## src/rtl/multicycle_controller.sv

```systemverilog
// Central sequencer for the multi-cycle RV32 core: steps each instruction
// through fetch/decode/execute/mem/writeback with timeout, halt and retire count.
module multicycle_controller #(
    parameter int unsigned MEM_TIMEOUT = 16,
    parameter int unsigned INSTRET_W   = 32
) (
    input  logic                 clk,
    input  logic                 rst,
    input  logic                 imem_ready,
    output logic                 imem_req,
    output logic                 ir_we,
    input  logic                 dmem_ready,
    output logic                 dmem_req,
    output logic                 dmem_we,
    input  logic                 branch,
    input  logic                 jump,
    input  logic                 compare,
    input  logic                 mem_read,
    input  logic                 mem_write,
    input  logic [4:0]           rd_addr,
    input  logic                 branch_taken,
    input  logic                 halt_req,
    output logic                 pc_we,
    output logic                 pc_sel,
    output logic                 rf_we,
    output logic [1:0]           wb_sel,
    output logic                 halted,
    output logic                 fault,
    output logic [INSTRET_W-1:0] instret
);

    typedef enum logic [2:0] {
        S_FETCH,
        S_DECODE,
        S_EXECUTE,
        S_MEM,
        S_WB,
        S_HALTED,
        S_FAULT
    } state_e;

    localparam logic [7:0] TMO = 8'(MEM_TIMEOUT);

    state_e               state_q, state_d;
    logic [7:0]           tmo_q, tmo_d;
    logic                 taken_q, taken_d;
    logic [INSTRET_W-1:0] instret_q, instret_d;

    always_comb begin
        state_d   = state_q;
        tmo_d     = tmo_q;
        taken_d   = taken_q;
        instret_d = instret_q;
        unique case (state_q)
            S_FETCH: begin
                if (imem_ready)         state_d = S_DECODE;
                else if (tmo_q == TMO)  state_d = S_FAULT;
                else                    tmo_d   = tmo_q + 8'd1;
            end
            S_DECODE: state_d = S_EXECUTE;
            S_EXECUTE: begin
                taken_d = branch & branch_taken;
                state_d = (mem_read | mem_write) ? S_MEM : S_WB;
            end
            S_MEM: begin
                if (dmem_ready)         state_d = S_WB;
                else if (tmo_q == TMO)  state_d = S_FAULT;
                else                    tmo_d   = tmo_q + 8'd1;
            end
            S_WB: begin
                instret_d = instret_q + 1'b1;
                state_d   = halt_req ? S_HALTED : S_FETCH;
            end
            S_HALTED: begin
                if (!halt_req) state_d = S_FETCH;
            end
            S_FAULT: state_d = S_FAULT;
            default: state_d = S_FETCH;
        endcase
        // every state entry starts a fresh wait budget
        if (state_d != state_q) tmo_d = '0;
    end

    always_ff @(posedge clk) begin
        if (rst) begin
            state_q   <= S_FETCH;
            tmo_q     <= '0;
            taken_q   <= 1'b0;
            instret_q <= '0;
        end else begin
            state_q   <= state_d;
            tmo_q     <= tmo_d;
            taken_q   <= taken_d;
            instret_q <= instret_d;
        end
    end

    // strobes are masked while rst is sampled so nothing commits on that edge
    always_comb begin
        imem_req = 1'b0;
        ir_we    = 1'b0;
        dmem_req = 1'b0;
        dmem_we  = 1'b0;
        pc_we    = 1'b0;
        pc_sel   = 1'b0;
        rf_we    = 1'b0;
        wb_sel   = 2'd0;
        if (!rst) begin
            unique case (state_q)
                S_FETCH: begin
                    imem_req = 1'b1;
                    ir_we    = imem_ready;
                end
                S_MEM: begin
                    dmem_req = 1'b1;
                    dmem_we  = mem_write;
                end
                S_WB: begin
                    pc_we  = 1'b1;
                    pc_sel = jump | taken_q;
                    rf_we  = (rd_addr != 5'd0) && !branch && !mem_write;
                    if (mem_read)     wb_sel = 2'd1;
                    else if (jump)    wb_sel = 2'd2;
                    else if (compare) wb_sel = 2'd3;
                    else              wb_sel = 2'd0;
                end
                default: ;
            endcase
        end
    end

    assign halted  = (state_q == S_HALTED);
    assign fault   = (state_q == S_FAULT);
    assign instret = instret_q;

endmodule

```

## config.mk

```make
export PLATFORM = sky130hd
export DESIGN_NAME = multicycle_controller
export DESIGN_NICKNAME = d
export VERILOG_FILES = /design/src/rtl/multicycle_controller.sv
export SDC_FILE = /design/constraint.sdc
export NUM_CORES = 1
export LEC_CHECK = 0
export CAP_MARGIN = 20
export CORE_ASPECT_RATIO = 0.6
export CORE_UTILIZATION = 45
export DETAILED_ROUTE_END_ITERATION = 10
export PLACE_DENSITY = 0.86
export SETUP_SLACK_MARGIN = 0.3
export SLEW_MARGIN = 20
export SYNTH_ARGS = -nofsm -noshare
export SYNTH_HDL_FRONTEND = slang
export SYNTH_SLANG_ARGS = --single-unit
export TNS_END_PERCENT = 5
```

## constraint.sdc

```tcl
create_clock -name clk -period 3.6 [get_ports clk]
set_input_delay 0.36 -clock clk [delete_from_list [all_inputs] [get_ports clk]]
set_output_delay 0.36 -clock clk [all_outputs]
set_load 0.1 [all_outputs]
```

==> out/results.ini, run 1 <==
[critical_path]
crit-reg2reg-capture=instret[15]$_SDFFE_PP0N_
regToRegStartpoint=state_q[2]$_SDFF_PP0_
worstSetupStartpointType=flip-flop
reg2regPathDepth=5
arr_time_crit_path_ps=2280
required_ps=3240
crit_start=state_q[2]$_SDFF_PP0_
setup.reg_to_reg.worst_slack_ps=1040
crit_path_max_fanout=18
criticalPathCategory=flip-flop to primary output
endpoint_kind=primary output
crit_end=rf_we

[synth]
synthesis.area_um2=2369
postSynthNetCount=295
postSynth.asyncResetShare_pct=0
syn_area_per_cell_um2=8.582
synth_enable_flop_cells=0
synth_cells=276
sequential_fraction_of_the_synthesis_area_pct=37.19
ys_dominant_reg_cell=dfxtp_1
synthesis.yosys.warnings=0
synth_seq_cells=44
library_cells_used_by_synthesis=50

[placed_design]
routabilityCongestion=0.7900
hpwlAfterDp_um=4231
dp.cells=389
io_buffers=58

[drt]
detailedRoute.firstIterationViolations=172
antenna_left=0
remaining_drc_errors=0
number_of_vias_after_detailed_routing=2126
firstDrtPassIters=6
vias_per_cell=5.355
wl_per_cell_um=14.23
finalWirelength_um=5651

[die]
row_count=20
io_pins=59
core_region_area_um2=5055
initial_core_util_pct=46.86
die-height_um=58.20
die_width_um=95.66
die_area_um2=5567

[sta]
period_needed_ps=2643
final_min_period_over_clock_period_pct=73.43
timing.final.max_slew_violations=0
tightestPinTransition_ps=1005
clock-skew-final_ps=10.06
hold-worst-slack_ps=492.3
setup-tns-final_ps=0
finalHoldViolCount=0
unrepaired_setup_endpoints_after_global_routing=false
finalSetupViolations=0
max_freq_ghz=0.3783
slew_headroom_pct=32.77

[clock_network]
clk_latency_worst_skew_pair_ps=290
clock_sinks=44
post_cts.resized_instances=0
h-tree-depth=2
root_buffer=clkbuf_8
clock_tree_from_tritoncts=built
clock_pin_slew_on_the_worst_setup_and_hold_paths_ps=70
post_cts_buffers=0
clock_path_buffers=2
cts.hold.buffers_added=0
tritoncts.num_buffers=5

[global_routing]
grt_start_max_net_pins=36
number_of_global_route_vias_before_repair=1914
grt_pass1_wl_um=9425
initial_antenna_violation_count=0
gr-usage-all-layers_pct=21.90
gr-total-overflow=0

[power]
leakage_power_nw=1.038
p_per_area_nw_per_um2=331.7
sum_of_internal_switching_and_leakage_power_mw=1.028
max-vdd-ir-drop_v=0.0001524

[layout]
area_growth_syn_to_layout_pct=30.80
fillCellCount=419
mostFrequentLayoutCells=clkdlybuf4s50_1 (47), nor2_1 (45), dfxtp_1 (44)
final-instance-count-excl-fill=397
final_layout_size_suffix_gt1_share_pct=12.39
n_antenna_cell=0
layout.nets=349
mostFrequentLayoutCell=clkdlybuf4s50_1
final_core_util_pct=61.29

[run_status]
outcome=finished clean

[min_path]
timing.hold.worst.start=taken_q$_SDFFE_PP0N_
worstHoldPathType=flip-flop to flip-flop

[flow_run]
number_of_max_cap_violations=0

==> how the worst min path moves through the flow <==
stage | cells past startpoint | endpoint
detailed placement | 2 | taken_q$_SDFFE_PP0N_
global placement | 2 | taken_q$_SDFFE_PP0N_
global route | 2 | tmo_q[1]$_SDFFE_PP0P_
finish | 2 | taken_q$_SDFFE_PP0N_
floorplan | 2 | taken_q$_SDFFE_PP0N_
CTS | 2 | taken_q$_SDFFE_PP0N_
==> metal layers <==
metal	part of all wire, %	GRT usage [%]	routed length, µm	up-vias
met2	43	32.04	2423	58
met3	6.4	5.906	364	2
li1	-	-	-	1079
met4	0.44	3.198	25	0
met1	50	32.66	2837	987
met5	0	0	0	-
==> cells by family after synthesis <==
family	Yosys count	synth area share [%]
mux	1	0.4226
compound gates	28	8.928
buf+inv	23	4.226
flops	44	37.19
xor+xnor	34	12.57
fa+ha+maj	3	1.585
simple gates	143	35.08
==> per-stage QoR <==
step                worst slack [ps]  area [µm²]
CTS                            946.7        3098
floorplan                     -468.3        2381
global placement                1226        2990
finish                         956.6        3098
detailed placement              1050        2990
global route                   750.3        3098
==> registers in the layout, summed over array words and instances (netlist names) <==
register  flops
instret      32
state_q       3
taken_q       1
tmo_q         8
==> worst max-delay path: stages (launching register included) <==
cell	delay (ps)
dfxtp_1	700
nor3b_4	480
nand2_1	230
nor4_2	360
buf_12	220
==> cells in the mapped netlist, types with 2 or more instances <==
cell	n	area (µm²)
inv_1	11	41.29
or3_1	4	25.02
xnor2_1	23	201.4
and2_1	3	18.77
nand3_1	12	60.06
nor3_1	15	75.07
dfxtp_1	44	880.8
a21oi_1	7	35.03
nor4_2	5	62.56
o21a_1	2	15.01
ha_1	3	37.54
nor2_1	45	168.9
clkbuf_1	8	30.03
nor4_4	2	42.54
o21ai_0	6	30.03
nor4_1	7	43.79
xor2_1	11	96.34
and4_1	4	35.03
nand2_1	19	71.32
o221a_2	3	33.78
and3_1	3	18.77
nand4_1	11	68.82
==> power breakdown <==
| group | internal [mW] | leakage [nW] | switching (mW) |
|---|---|---|---|
| clock network | 0.206 | 0.0552 | 0.163 |
| logic | 0.0558 | 0.628 | 0.0896 |
| registers | 0.493 | 0.355 | 0.0201 |
==> cell type report <==
class	instances	area [µm²]	area share (%)
timing repair buffer	59	585.6	18.90
clock inverter	2	35.03	1.131
multi-input combinational	209	1400	45.19
tap	66	82.58	2.666
inverter	11	41.29	1.333
sequential	44	880.8	28.43
clock buffer	6	72.57	2.342
Power figures use the tool's default switching activity.
==> run 2, diff against run 1 <==
Settings changed: CORE_UTILIZATION 45 to 44, PLACE_DENSITY 0.86 to 0.88.
Clock period 3.6 ns to 2.2 ns, I/O delays scaled along.
==> run 2 against run 1 <==
Global-route usage up 1.3 points. Count of clock-buffer cells in the layout up 1. Clock skew up 4.6 ps.
==> out/results.ini, run 2 (same netlist as run 1, synthesis figures left out) <==
[run_status]
outcome=finished clean  ; unchanged

[power]
seqPwrFrac_pct=47.8  ; was 49.9%
p_per_area_nw_per_um2=493.2  ; was 331.7 nW/µm²
intPower_mw=1.223  ; was 0.7545 mW
switchingPower_mw=0.5160  ; was 0.2731 mW
power.clock.fraction_pct=31.4  ; was 36.0%
switching_share_pct=29.67  ; was 26.58%
leakage_power_nw=1.340  ; was 1.038 nW
comb_power_share_pct=20.8  ; was 14.1%
max-vdd-ir-drop_v=0.0003305  ; was 0.0001524 V

[clock_network]
h-tree-depth=2  ; unchanged
clock_tree_from_tritoncts=built  ; unchanged
clock_sinks=44  ; unchanged
cts.hold.buffers_added=0  ; unchanged
clk_latency_worst_skew_pair_ps=310  ; was 290 ps
clock_path_buffers=2  ; unchanged
root_buffer=clkbuf_8  ; unchanged
clock_pin_slew_on_the_worst_setup_and_hold_paths_ps=90  ; was 70 ps
tritoncts.num_buffers=5  ; unchanged

[critical_path]
crit_path_max_fanout=8  ; was 18
critical_path.top_delay_family=compound AO/OA/AOI/OAI gates  ; was simple AND/OR/NAND/NOR gates
criticalPathCategory=flip-flop to flip-flop  ; was flip-flop to primary output
cp_slowest_cell=a2111oi_4  ; was dfxtp_1
timing.critical_path.slowest_cell_delay_ps=470  ; was 700 ps
arr_time_crit_path_ps=2190  ; was 2280 ps
worstSetupStartpointType=flip-flop  ; unchanged
worstPathCellList=inv_1, ha_1, nor4b_4, a2111oi_4, o21a_1, o211ai_4, a311oi_2  ; was nor3b_4, nand2_1, nor4_2, buf_12
required_ps=2420  ; was 3240 ps
crit_buf_inv=1  ; unchanged
endpoint_kind=flip-flop  ; was primary output

[sta]
clock-skew-final_ps=14.66  ; was 10.06 ps
slew_headroom_pct=73.43  ; was 32.77%
max_freq_ghz=0.5095
finalSetupViolations=0  ; unchanged
unrepaired_setup_endpoints_after_global_routing=true  ; was false
timing.final.max_slew_violations=0  ; unchanged
finalHoldViolCount=0  ; unchanged
period_needed_ps=1963
tightestPinTransition_ps=396.9  ; was 1005 ps
hold-worst-slack_ps=489.2  ; was 492.3 ps
final_min_period_over_clock_period_pct=89.22
post_route_setup_slack_ps=237.3  ; was 956.6 ps

[min_path]
worstHoldPathType=flip-flop to flip-flop  ; unchanged

[drt]
remaining_drc_errors=0  ; unchanged
detailedRoute.firstIterationViolations=294  ; was 172
wl_per_cell_um=17.15  ; was 14.23 µm
antenna_left=0  ; unchanged
number_of_vias_after_detailed_routing=2433  ; was 2126
firstDrtPassIters=5  ; was 6
vias_per_cell=5.738  ; was 5.355
finalWirelength_um=7273  ; was 5651 µm

[placed_design]
post_dp_cell_area_um2=3182  ; was 2990 µm²
post-place-ws_ps=25.87  ; was 1050 ps
hpwlAfterDp_um=4562  ; was 4231 µm
routabilityCongestion=0.8412  ; was 0.7900
io_buffers=58  ; unchanged

[die]
die_area_um2=5690  ; was 5567 µm²
io_pins=59  ; unchanged
die-height_um=58.83  ; was 58.20 µm
core_region_area_um2=5130  ; was 5055 µm²
initial_core_util_pct=46.17  ; was 46.86%
row_count=20  ; unchanged
die_width_um=96.72  ; was 95.66 µm

[layout]
n_antenna_cell=0  ; unchanged
mostFrequentLayoutCells=buf_4 (56), nor2_1 (43), dfxtp_1 (29)  ; was clkdlybuf4s50_1 (47), nor2_1 (45), dfxtp_1 (44)
fillCellCount=358  ; was 419
final_layout_size_suffix_gt1_share_pct=36.31  ; was 12.39%
largest_register_ff_count=32  ; unchanged
area_growth_syn_to_layout_pct=48.92  ; was 30.80%
multiInputGateArea_um2=1574  ; was 1400 µm²
mostFrequentLayoutCell=buf_4  ; was clkdlybuf4s50_1
sequential_cell_area_um2=902.1  ; was 880.8 µm²
final_area_um2=3527  ; was 3098 µm²
layout.nets=376  ; was 349

[global_routing]
gr-total-overflow=0  ; unchanged
number_of_global_route_vias_before_repair=2178  ; was 1914
initial_antenna_violation_count=0  ; unchanged
grt_start_max_net_pins=35  ; was 36
gr-usage-all-layers_pct=23.18  ; was 21.90%
grt_pass1_wl_um=10440  ; was 9425 µm

[flow_run]
number_of_max_cap_violations=0  ; unchanged

run 2: changes by cell type in the layout (fill, tap and decap cells not counted), sizes merged:
cell,previous run,this run
bufinv,1,0
clkbuf,6,7
clkinvlp,0,1
buf,12,70
clkdlybuf4s50,47,15
clkinv,1,0
or4,2,3
run 2: area by class of cell:
type | instances | area share (%)
multi-input cells | 210 | 44.63
flip-flops and latches | 44 | 25.58
repair buffers | 85 | 23.63
clock buffers | 7 | 2.448
well taps | 66 | 2.341
inverters | 11 | 1.171
clock inverters | 1 | 0.2128
run 2: final timing paths:
kind	from	end	slack (ps)	cells after the start
max	tmo_q[1]$_SDFFE_PP0P_	tmo_q[2]$_SDFFE_PP0P_	240	7
min	taken_q$_SDFFE_PP0N_	taken_q$_SDFFE_PP0N_	490	2
max reg2reg	tmo_q[1]$_SDFFE_PP0P_	tmo_q[2]$_SDFFE_PP0P_	240	7
min reg2reg	taken_q$_SDFFE_PP0N_	taken_q$_SDFFE_PP0N_	490	2
run 2: power groups by stage:
| stage | logic (mW) | registers [mW] | clock network [mW] |
|---|---|---|---|
| 2_1_floorplan | 0.206 | 0.839 | 0 |
| 3_3_place_gp | 0.304 | 0.844 | 0 |
| 3_5_place_dp | 0.311 | 0.845 | 0 |
| 4_1_cts | 0.332 | 0.828 | 0.539 |
| 5_1_grt | 0.378 | 0.833 | 0.577 |
| 6_report | 0.362 | 0.832 | 0.545 |
run 2: layer usage:
layer / vias to the layer above / track usage [%] / routed length, µm
met5: - / 0 / 0
met4: 0 / 8.316 / 122
met3: 13 / 5.463 / 509
met1: 1168 / 31.79 / 3358
met2: 116 / 36.12 / 3283
li1: 1136 / - / -
run 2: per-stage QoR:
step / std cells / utilization, % / power [mW] / setup TNS [ps]
after floorplan: 276 / - / 1.045 / -3010
after global placement: 402 / 62.02 / 1.148 / 0
after detailed placement: 402 / 62.02 / 1.156 / 0
after CTS: 413 / 65.29 / 1.700 / 0
after global routing: 424 / 68.76 / 1.788 / 0
final: 424 / 68.76 / 1.739 / 0
run 2: repair_timing:
| item | CTS | global route |
|---|---|---|
| resized for setup | 8 | 18 |
| cloned | 0 | 1 |
| pin swaps | 1 | 7 |
| setup buffers | 3 | 10 |
| endpoints found under the setup margin | 25 | 40 |
run 2: tightest hold or removal path, cell delays in order, from the launching register on:
cell and delay, ps:
dfxtp_1 310, o21ai_0 70, a21oi_1 60
